===== config.mk =====
export PLATFORM = sky130hd
export DESIGN_NAME = mux_somador_acumulador_param_flat
export DESIGN_NICKNAME = d
export VERILOG_FILES = /design/src/rtl/mux_somador_acumulador_param_if.sv /design/src/rtl/mux_somador_acumulador_param.sv /design/src/flat_wrapper.sv
export SDC_FILE = /design/constraint.sdc
export NUM_CORES = 1
export LEC_CHECK = 0
export BUFFER_PORTS_ARGS = -buffer_cell sky130_fd_sc_hd__buf_2
export CORE_UTILIZATION = 40
export DETAILED_ROUTE_END_ITERATION = 10
export GPL_TIMING_DRIVEN = 1
export SYNTH_ARGS = -nofsm -noshare
export SYNTH_HDL_FRONTEND = slang
export SYNTH_SLANG_ARGS = --single-unit

===== constraint.sdc =====
create_clock -name CLK -period 5.2 [get_ports CLK]
set_input_delay 0.78 -clock CLK [delete_from_list [all_inputs] [get_ports CLK]]
set_output_delay 0.78 -clock CLK [all_outputs]
set_load 0.03 [all_outputs]

===== src/rtl/mux_somador_acumulador_param_if.sv =====
// Operand/result bundle for the mux/adder/accumulator stage.
// The master drives the operand channels; the slave returns the result and flags.
interface mux_somador_acumulador_param_if #(
   parameter int WIDTH  = 4,
   parameter int NUM_IN = 4,
   parameter int SEL_W  = $clog2(NUM_IN),
   parameter int CNT_W  = 8
);
   logic [NUM_IN*WIDTH-1:0] IN_DATA;
   logic [SEL_W-1:0]        SEL;
   logic [WIDTH-1:0]        C;
   logic [1:0]              MODE;
   logic                    SAT;
   logic                    IN_VALID;
   logic [WIDTH-1:0]        RES;
   logic                    OUT_VALID;
   logic                    CARRY;
   logic                    OVF;
   logic [CNT_W-1:0]        ACC_CNT;

   modport master (
      output IN_DATA, SEL, C, MODE, SAT, IN_VALID,
      input  RES, OUT_VALID, CARRY, OVF, ACC_CNT
   );

   modport slave (
      input  IN_DATA, SEL, C, MODE, SAT, IN_VALID,
      output RES, OUT_VALID, CARRY, OVF, ACC_CNT
   );
endinterface


===== src/rtl/mux_somador_acumulador_param.sv =====
// Two-stage select/add/accumulate/subtract ALU with wrap or saturate per beat,
// global stall, carry, sticky overflow and a saturating ACC-run counter.
module mux_somador_acumulador_param #(
   parameter int WIDTH  = 4,
   parameter int NUM_IN = 4,
   parameter int SEL_W  = $clog2(NUM_IN),
   parameter int CNT_W  = 8
) (
   input  logic CLK,
   input  logic RESET,
   input  logic ENABLE,
   mux_somador_acumulador_param_if.slave bus
);
   typedef enum logic [1:0] {
      M_ADD = 2'b00,
      M_ACC = 2'b01,
      M_SUB = 2'b10,
      M_CLR = 2'b11
   } mode_e;

   typedef struct packed {
      logic [WIDTH-1:0] op;
      logic [WIDTH-1:0] c;
      mode_e            mode;
      logic             sat;
   } beat_t;

   // bit 0 = stage-1 valid, bit 1 = OUT_VALID
   logic [1:0]       vld_pipe_q, vld_pipe_d;
   beat_t            s1_q, s1_d;
   logic [WIDTH-1:0] res_q, res_d;
   logic             carry_q, carry_d;
   logic             ovf_q, ovf_d;
   logic [CNT_W-1:0] cnt_q, cnt_d;
   logic [WIDTH-1:0] op_sel;
   logic [WIDTH:0]   raw;

   // Out-of-range selects fall through to zero.
   always_comb begin
      op_sel = '0;
      for (int k = 0; k < NUM_IN; k++) begin
         if (int'(bus.SEL) == k) op_sel = bus.IN_DATA[k*WIDTH +: WIDTH];
      end
   end

   always_comb begin
      vld_pipe_d = vld_pipe_q;
      s1_d       = s1_q;
      if (ENABLE) begin
         vld_pipe_d = {vld_pipe_q[0], bus.IN_VALID};
         if (bus.IN_VALID) begin
            s1_d.op   = op_sel;
            s1_d.c    = bus.C;
            s1_d.mode = mode_e'(bus.MODE);
            s1_d.sat  = bus.SAT;
         end
      end
   end

   // ACC feeds back from res_q directly, so back-to-back ACC beats chain with no bubble.
   always_comb begin
      case (s1_q.mode)
         M_ADD:   raw = {1'b0, s1_q.op} + {1'b0, s1_q.c};
         M_ACC:   raw = {1'b0, res_q}   + {1'b0, s1_q.op};
         M_SUB:   raw = {1'b0, s1_q.op} - {1'b0, s1_q.c};
         default: raw = '0;
      endcase
   end

   always_comb begin
      res_d   = res_q;
      carry_d = carry_q;
      ovf_d   = ovf_q;
      cnt_d   = cnt_q;
      if (ENABLE && vld_pipe_q[0]) begin
         carry_d = raw[WIDTH];
         ovf_d   = ovf_q | raw[WIDTH];
         if (s1_q.sat && raw[WIDTH])
            res_d = (s1_q.mode == M_SUB) ? '0 : '1;
         else
            res_d = raw[WIDTH-1:0];
         case (s1_q.mode)
            M_ACC: cnt_d = (&cnt_q) ? cnt_q : cnt_q + CNT_W'(1);
            M_CLR: begin
               res_d   = '0;
               carry_d = 1'b0;
               ovf_d   = 1'b0;
               cnt_d   = '0;
            end
            default: cnt_d = '0;
         endcase
      end
   end

   always_ff @(posedge CLK or negedge RESET) begin
      if (!RESET) begin
         vld_pipe_q <= '0;
         s1_q       <= '0;
         res_q      <= '0;
         carry_q    <= 1'b0;
         ovf_q      <= 1'b0;
         cnt_q      <= '0;
      end else begin
         vld_pipe_q <= vld_pipe_d;
         s1_q       <= s1_d;
         res_q      <= res_d;
         carry_q    <= carry_d;
         ovf_q      <= ovf_d;
         cnt_q      <= cnt_d;
      end
   end

   assign bus.RES       = res_q;
   assign bus.OUT_VALID = vld_pipe_q[1];
   assign bus.CARRY     = carry_q;
   assign bus.OVF       = ovf_q;
   assign bus.ACC_CNT   = cnt_q;
endmodule

===== src/flat_wrapper.sv =====
// flat-port wrapper written by rule: the top's interface ports become plain ports
module mux_somador_acumulador_param_flat 
#(
   parameter int WIDTH  = 4,
   parameter int NUM_IN = 4,
   parameter int SEL_W  = $clog2(NUM_IN),
   parameter int CNT_W  = 8
)
  (CLK, RESET, ENABLE, bus_IN_DATA, bus_SEL, bus_C, bus_MODE, bus_SAT, bus_IN_VALID, bus_RES, bus_OUT_VALID, bus_CARRY, bus_OVF, bus_ACC_CNT);
  mux_somador_acumulador_param_if #(.WIDTH(WIDTH), .NUM_IN(NUM_IN), .SEL_W(SEL_W), .CNT_W(CNT_W)) bus_i ();
  input  logic CLK;
  input  logic RESET;
  input  logic ENABLE;
  input wire logic [$bits(bus_i.IN_DATA)-1:0] bus_IN_DATA;
  input wire logic [$bits(bus_i.SEL)-1:0] bus_SEL;
  input wire logic [$bits(bus_i.C)-1:0] bus_C;
  input wire logic [$bits(bus_i.MODE)-1:0] bus_MODE;
  input wire logic [$bits(bus_i.SAT)-1:0] bus_SAT;
  input wire logic [$bits(bus_i.IN_VALID)-1:0] bus_IN_VALID;
  output wire logic [$bits(bus_i.RES)-1:0] bus_RES;
  output wire logic [$bits(bus_i.OUT_VALID)-1:0] bus_OUT_VALID;
  output wire logic [$bits(bus_i.CARRY)-1:0] bus_CARRY;
  output wire logic [$bits(bus_i.OVF)-1:0] bus_OVF;
  output wire logic [$bits(bus_i.ACC_CNT)-1:0] bus_ACC_CNT;
  assign bus_i.IN_DATA = bus_IN_DATA;
  assign bus_i.SEL = bus_SEL;
  assign bus_i.C = bus_C;
  assign bus_i.MODE = bus_MODE;
  assign bus_i.SAT = bus_SAT;
  assign bus_i.IN_VALID = bus_IN_VALID;
  assign bus_RES = bus_i.RES;
  assign bus_OUT_VALID = bus_i.OUT_VALID;
  assign bus_CARRY = bus_i.CARRY;
  assign bus_OVF = bus_i.OVF;
  assign bus_ACC_CNT = bus_i.ACC_CNT;
  mux_somador_acumulador_param #(.WIDTH(WIDTH), .NUM_IN(NUM_IN), .SEL_W(SEL_W), .CNT_W(CNT_W)) u_core (.CLK(CLK), .RESET(RESET), .ENABLE(ENABLE), .bus(bus_i));
endmodule

== Word level (Yosys, flattened, before mapping) ==
Index checks and enable logic that the tools add are counted.

* Bitwise operators: 1
* Multiplexer cells: 12
* Eq/ne operators: 7
* Add/subtract/negate cells: 4
* Reductions and logical operators: 7

{| class="wikitable"
|+ Operators by type and width
! kind !! count
|-
| $mux W4 || 7
|-
| $mux W8 || 2
|-
| $pmux W5 S3 || 1
|-
| $add A4 B4 Y5 || 2
|-
| $add A8 B1 Y8 const B || 1
|-
| $eq A2 B2 Y1 const B || 4
|-
| $reduce_and A8 Y1 || 1
|-
| $sub A4 B4 Y5 || 1
|-
| $eq A2 B1 Y1 const B || 2
|-
| $logic_not A2 Y1 || 2
|-
| $reduce_and A2 Y1 || 2
|-
| $logic_and A1 B1 Y1 || 2
|-
| $mux W1 || 2
|-
| $ne A2 B2 Y1 const B || 1
|-
| $or A1 B1 Y1 || 1
|}

* Output and inout port bits: 15
* Word-level logic and storage cells: 40
* Bits of input ports: 29
* Register bits: 27

== Logic depth before layout (Yosys ltp) ==
Gate-level depths: netlist of run 1.

* Depth after elaboration: 5
* Mapped depth: 13
* Gate-level depth less buffers: 12

== Worst setup path after synthesis of run 1 ==
Ideal clock, no wire load.

* Path type: register -> register
* Start: reg u_core.s1_q[1] (netlist name)
* End: reg u_core.res_q[0] (netlist: u_core.bus.RES[0])
* Buffers on the path: 1
* Arrival: 2.603 ns
* Setup time: 0.104 ns
* Required time: 5.096 ns
* Stages on the path, launching flop included: 14
* Setup slack: 2.493 ns
* Period minus slack after synthesis: 2.707 ns
* Cell sequence: dfrtp_1 inv_1 ha_1 buf_4 nor2b_2 nand2_1 nand2_1 ha_1 inv_1 fa_1 a21o_1 a2111oi_0 mux2i_1 o311ai_1

* Word-level cells in the longest chain between the ends: 5
* Elaborated cells between the ends (all ways): 9
* Those cells by class: 3 x eq/ne; 4 x mux; 2 x reduce/logical

{| class="wikitable"
|+ RTL lines
! element !! line !! source
|-
| from (decl) || mux_somador_acumulador_param.sv:30 || <nowiki>beat_t s1_q, s1_d;</nowiki>
|-
| from (signal assigned) || mux_somador_acumulador_param.sv:98 || <nowiki>s1_q <= '0;</nowiki>
|-
| from (signal assigned) || mux_somador_acumulador_param.sv:105 || <nowiki>s1_q <= s1_d;</nowiki>
|-
| $eq A2 B2 Y1, or another cell as far along || mux_somador_acumulador_param.sv:62, mux_somador_acumulador_param.sv:79 ||
|-
| $pmux W5 S3 || mux_somador_acumulador_param.sv:62 || <nowiki>case (s1_q.mode)</nowiki>
|-
| $logic_and A1 B1 Y1 || mux_somador_acumulador_param.sv:78 || <nowiki>if (s1_q.sat && raw[WIDTH])</nowiki>
|-
| $mux W4 || mux_somador_acumulador_param.sv:78 ||
|-
| $mux W4 * || mux_somador_acumulador_param.sv:82 || <nowiki>case (s1_q.mode)</nowiki>
|-
| to (signal assigned) || mux_somador_acumulador_param.sv:106 || <nowiki>res_q <= res_d;</nowiki>
|-
| to (decl) || mux_somador_acumulador_param.sv:31 || <nowiki>logic [WIDTH-1:0] res_q, res_d;</nowiki>
|}

Mark *: on every way between the ends. The rest lies on a longest branch, timed or not.
A chain may end at the register's enable or synchronous reset.

== Final worst setup path of run 1 ==
Same ends and word-level chain as after synthesis.

==> results of run 1 <==
## sequential cells by signal, indices dropped and copies added (netlist names)
| register | flops |
|---|---|
| u_core.vld_pipe_q | 2 |
| u_core.bus.CARRY | 1 |
| u_core.s1_q | 11 |
| u_core.bus.RES | 4 |
| u_core.bus.ACC_CNT | 8 |
| u_core.bus.OVF | 1 |
## worst max-delay path: stages, from the launching register on
cell and delay, ns:
dfrtp_1 0.44, inv_1 0.07, ha_1 0.50, mux2_1 0.36
nand2_1 0.06, o21ai_1 0.05, a21oi_1 0.14, ha_1 0.30
a21o_1 0.21, a2111oi_0 0.46, mux2i_1 0.24, o311ai_1 0.14
## routing by layer
layer / GRT usage [%] / vias to the layer above
li1: - / 698
met3: 2.33 / 4
met5: 0 / -
met4: 7.29 / 0
met1: 17.8 / 672
met2: 33.7 / 47
## metrics by stage
| step | instance area (um2) | setup WS, ns |
|---|---|---|
| 4_1_cts | 2050 | 2.10 |
| 3_5_place_dp | 2000 | 2.15 |
| 2_1_floorplan | 1740 | 2.49 |
| 6_report | 2050 | 2.10 |
| 3_3_place_gp | 2000 | 2.29 |
| 5_1_grt | 2050 | 1.85 |
## power by group
group	internal (uW)	switching (uW)	total [uW]
clock network	56.3	70.4	127
registers	249	43.0	292
logic	161	217	378
total	466	330	797
## cells in the final DEF (no fill, tap or decap), drive strengths merged, types with 2 or more instances in the layout
master,netlist,routed
a21o,2,2
a21oi,11,11
a22oi,2,2
and3,2,2
buf,4,43
clkbuf,0,3
dfrtp,27,27
ha,12,12
inv,14,15
mux2,13,13
mux4,4,4
nand2,19,19
nand2b,2,2
nand3,5,5
nor2,6,6
o21ai,10,10
o311ai,4,4
o31ai,4,4
or3,2,2
or3b,2,2
or4,3,3
xnor2,3,3
xor2,2,2
## final timing paths
kind | endpoint
worst max-delay path | u_core.bus.RES[0]$_DFFE_PN0P_
worst min-delay path | u_core.bus.ACC_CNT[7]$_DFFE_PN0P_
worst max register to register | u_core.bus.RES[0]$_DFFE_PN0P_
worst min register to register | u_core.bus.CARRY$_DFFE_PN0P_
max in group asynchronous | u_core.s1_q[0]$_DFFE_PN0P_
min in group CLK | u_core.bus.CARRY$_DFFE_PN0P_
## logic make-up after synthesis
family,count (synthesis)
mux,18
xor+xnor,5
flops,27
buf+inv,18
compound gates,41
simple gates,46
fa+ha+maj,13
## area by class of cell
class | instances | area, um2 | area share [%]
Inverter | 14 | 52.6 | 2.56
Timing Repair Buffer | 43 | 215 | 10.5
Clock buffer | 3 | 41.3 | 2.01
Tap cell | 50 | 62.6 | 3.05
Clock inverter | 1 | 8.76 | 0.427
Multi-Input combinational cell | 123 | 993 | 48.5
Sequential cell | 27 | 676 | 33.0
==> out/metrics.yaml, run 1 <==
sta:
  worst_slew_pin_slew_ns: 0.811
  setup_viol: 0
  finalSetupTns_ns: 0
  rsz0062_at_grt: "false"
  drv_slew: 0
  hold_violations: 0
  clock_skew_ns: 0.0143
  slew_headroom_pct: 45.6
  whs_ns: 0.500
  fmax_ghz: 0.322
  min_period_ns: 3.10
  period_share_pct: 59.7
clock_tree:
  clk_path_buf_depth: 2
  cts.hold.buffers_added: 0
  numCtsBuffers: 3
  post_cts_buffers: 0
  cts_root_buf: "clkbuf_8"
  clock-sinks: 27
  cts_tree: "yes"
  clock_latency_ns: 0.28
  clk_pin_slew_ns: 0.11
  htree_levels: 1
  cts_resized: 0
setup_path:
  crit_type: "flip-flop to flip-flop"
  r2r_slack_ns: 2.10
  r2r_cells: 11
  cp-startpoint: "u_core.s1_q[1]$_DFFE_PN0P_"
  critPathRequiredTime_ns: 5.37
  arrival_ns: 3.27
  cp-start-kind: "flip-flop"
  end_kind: "flip-flop"
  crit_fanout: 10
  timing.rr.start: "u_core.s1_q[1]$_DFFE_PN0P_"
detailed_routing:
  wl_met3_um: 169
  viasPerCell: 5.44
  ant_nets: 0
  drc: 0
  wl_mm: 3.68
  wl_per_cell_um: 14.1
  first_pass_iters: 4
  highest-signal-layer: "met4"
  met2_length_mm: 1.98
  drt-met1-wl_mm: 1.50
  vias: 1421
  drtIter0Drc: 54
logic_synthesis:
  ys.flop_type: "dfrtp_1"
  synth_compound_area_share_pct: 16.3
  yosys.area.top_type: "dfrtp_1"
  ys_ff_latch: 27
  synthArstFlopShare_pct: 100
  synthAdderAreaFrac_pct: 9.76
  synth_top_family_by_area: "compound AO/OA/AOI/OAI gates"
  synth_area_mm2: 0.00174
  synthSimpleGateAreaFrac_pct: 14.1
  synth.distinct_cells: 44
  synthMuxAreaShare_pct: 14.3
  synth-xor-area-share_pct: 2.51
  ys_seq_area_share_pct: 38.7
  synthTopCellsByArea: "dfrtp_1 (39%), ha_1 (8.6%), mux4_2 (5.2%)"
  synth_top_area_share_pct: 38.7
  avgSynthCellArea_um2: 10.4
  synth-edff-count: 0
  synth_common_cells: "dfrtp_1 (27), nand2_1 (19), inv_1 (14)"
  yosysMostFrequentCell: "dfrtp_1"
  synth_fp_nets: 210
  postSynthCellCount: 168
  yosysWarningCount: 0
place:
  routabilityCongestion: 0.866
  dp_hpwl_mm: 2.97
  post-place-cells: 257
  io_buffers: 43
die:
  die-width_um: 68.0
  io_pins: 44
  fp-row-count: 23
  coreArea_mm2: 0.00409
  start_util_pct: 42.7
  die_h_um: 68.0
  die_area_mm2: 0.00463
global_routing:
  antenna_found_initial: 0
  grt_pass1_wl_mm: 5.86
  gr-total-overflow: 0
  grt_max_degree: 28
  grt_pass1_vias: 1454
  grt_usage_pct: 17.2
status:
  status: "completed"
cells_and_area:
  fin_util_pct: 50.2
  final_layout_size_suffix_gt1_share_pct: 29.9
  diodes: 0
  finalNetCount: 254
  finalNonFillerCells: 261
  fillers: 376
  syn2layout_area_growth_pct: 17.5
pwr:
  p_leak_uw: 0.000975
  ir_worst_vdd_mv: 0.145
  pwr_density_cell_mw_per_mm2: 389
  power_uw: 797
run:
  maxCapViolCount: 0
hold_path:
  hold_path_class: "input port to async pin"
(Power assumes the default switching activity.)
==> inputs of run 2 (changes only) <==
Settings changed: ABC_AREA set to 1.
Clock period 5.2 ns to 3.25 ns, I/O delays scaled along.
==> out/metrics.yaml, run 2 <==
logic_synthesis:
  synth-edff-count: 0
  synth.distinct_cells: 24
  synth_compound_area_share_pct: 13.0
  synth_common_cells: "nand2_1 (75), inv_1 (32), dfrtp_1 (27), nand3_1 (27), o21ai_0 (21)"
  yosysWarningCount: 0
  ys_ff_latch: 27
  synthMuxAreaShare_pct: 0
  synth_fp_nets: 283
  postSynthCellCount: 241
  synth_top_family_by_area: "simple AND/OR/NAND/NOR gates"
  synthSimpleGateAreaFrac_pct: 29.8
  yosysMostFrequentCell: "nand2_1"
  synth_area_mm2: 0.00178
  synthArstFlopShare_pct: 100
  synth-xor-area-share_pct: 0.492
  synthAdderAreaFrac_pct: 9.56
  synth_top_area_share_pct: 38.0
  synthTopCellsByArea: "dfrtp_1 (38%), nand2_1 (16%), ha_1 (8.4%)"
  yosys.area.top_type: "dfrtp_1"
  avgSynthCellArea_um2: 7.38
  ys_seq_area_share_pct: 38.0
  ys.flop_type: "dfrtp_1"
detailed_routing:
  first_pass_iters: 4
  vias: 1601
  wl_per_cell_um: 10.7
  drtIter0Drc: 76
  viasPerCell: 4.79
  ant_nets: 0
  drc: 0
  wl_mm: 3.56
cells_and_area:
  finalNetCount: 327
  largest_register_ffs: 11
  final_layout_size_suffix_gt1_share_pct: 20.4
  final_common_cell: "nand2_1"
  final_cell_mix: "nand2_1 (75), buf_2 (43), inv_1 (32)"
  final_cell_area_mm2: 0.00206
  syn2layout_area_growth_pct: 16.0
  regMostFlops: "u_core.s1_q"
  diodes: 0
clock_tree:
  cts.hold.buffers_added: 0
  clock_latency_ns: 0.27
  clock-sinks: 27
  cts_root_buf: "clkbuf_8"
  cts_tree: "yes"
  htree_levels: 1
  clk_pin_slew_ns: 0.09
  cts_resized: 0
  clk_path_buf_depth: 2
  numCtsBuffers: 3
  post_cts_buffers: 0
sta:
  worst_slew_pin_slew_ns: 0.595
  whs_ns: 0.209
  hold_violations: 0
  clock_skew_ns: 0.00583
  fmax_ghz: 0.378
  min_period_ns: 2.64
  drv_slew: 0
  setup_viol: 0
  period_share_pct: 81.4
  rsz0062_at_grt: "false"
  slew_headroom_pct: 60.3
  finalSetupTns_ns: 0
setup_path:
  end_kind: "flip-flop"
  crit_fanout: 9
  crit_type: "flip-flop to flip-flop"
  arrival_ns: 2.81
  critPathRequiredTime_ns: 3.42
  cp-start-kind: "flip-flop"
pwr:
  p_leak_uw: 0.00114
  pwr_density_cell_mw_per_mm2: 565
  power_uw: 1170
  ir_worst_vdd_mv: 0.290
global_routing:
  grt_max_degree: 28
  grt_pass1_vias: 1348
  gr-total-overflow: 0
  grt_usage_pct: 17.4
  grt_pass1_wl_mm: 6.14
  antenna_found_initial: 0
run:
  maxCapViolCount: 0
place:
  dpl-instance-area_mm2: 0.00201
  routabilityCongestion: 0.797
  dp_hpwl_mm: 2.87
  io_buffers: 43
die:
  io_pins: 44
  fp-row-count: 23
  die_area_mm2: 0.00472
  start_util_pct: 42.9
  die_h_um: 68.7
  coreArea_mm2: 0.00414
  die-width_um: 68.7
hold_path:
  hold_path_class: "input port to async pin"
status:
  status: "completed"
==> run 2: where the power goes <==
| group | internal, uW | switching (uW) |
|---|---|---|
| Sequential | 397 | 59.4 |
| Clock | 87.0 | 105 |
| Combinational | 192 | 325 |
==> run 2: per-stage QoR <==
step	std cells	worst slack (ns)	utilization (%)
CTS	334	0.612	49.8
global route	334	0.256	49.8
finish	334	0.605	49.8
global placement	330	0.714	48.6
detailed placement	330	0.629	48.6
floorplan	241	0.863	-
==> run 2: layer usage <==
metal	GRT usage [%]	share of wire, %
met4	4.08	0.53
met2	25.1	40
met1	25.9	55
met5	0	0
met3	3.95	4.3
==> run 2: area by class of cell <==
cell class	count	area, um2
clock buffer	3	41.3
inverter	32	120
clock inverter	1	7.51
tap	50	62.6
fill	428	2080
sequential	27	676
timing repair buffer	43	215
multi-input combinational	178	941
==> run 2: logic make-up (layout without fill, tap and decap cells) <==
logic type,Yosys count,in the layout
XOR/XNOR,1,1
buffers and inverters,36,79
adder cells (fa/ha/maj),13,13
AND/OR/NAND/NOR,124,124
AO/OA/AOI/OAI,40,40
flip-flops,27,27
==> run 2: worst max-delay path: stages, from the launching register on <==
cell and delay [ns]:
dfrtp_1 0.45, inv_1 0.09, ha_1 0.41, nor2_2 0.16, nand2_1 0.07, nand2_1 0.06
ha_1 0.13, inv_1 0.06, fa_1 0.40, nand3_1 0.09, nand2_1 0.07, nand3_1 0.09
nand2_1 0.07, nor2_2 0.09, nand3_1 0.13, nand3_1 0.11, nand2_1 0.05
==> run 2: worst paths after layout <==
check,startpoint,endpoint,slack [ns],cells after the start
max,u_core.s1_q[1]$_DFFE_PN0P_,u_core.bus.RES[0]$_DFFE_PN0P_,0.61,16
min,RESET,u_core.bus.ACC_CNT[2]$_DFFE_PN0P_,0.21,1
max reg2reg,u_core.s1_q[1]$_DFFE_PN0P_,u_core.bus.RES[0]$_DFFE_PN0P_,0.61,16
min reg2reg,u_core.bus.CARRY$_DFFE_PN0P_,u_core.bus.CARRY$_DFFE_PN0P_,0.48,2
max in group asynchronous,RESET,u_core.bus.RES[1]$_DFFE_PN0P_,2.65,1
min in group CLK,bus_C[3],u_core.s1_q[6]$_DFFE_PN0P_,0.40,3
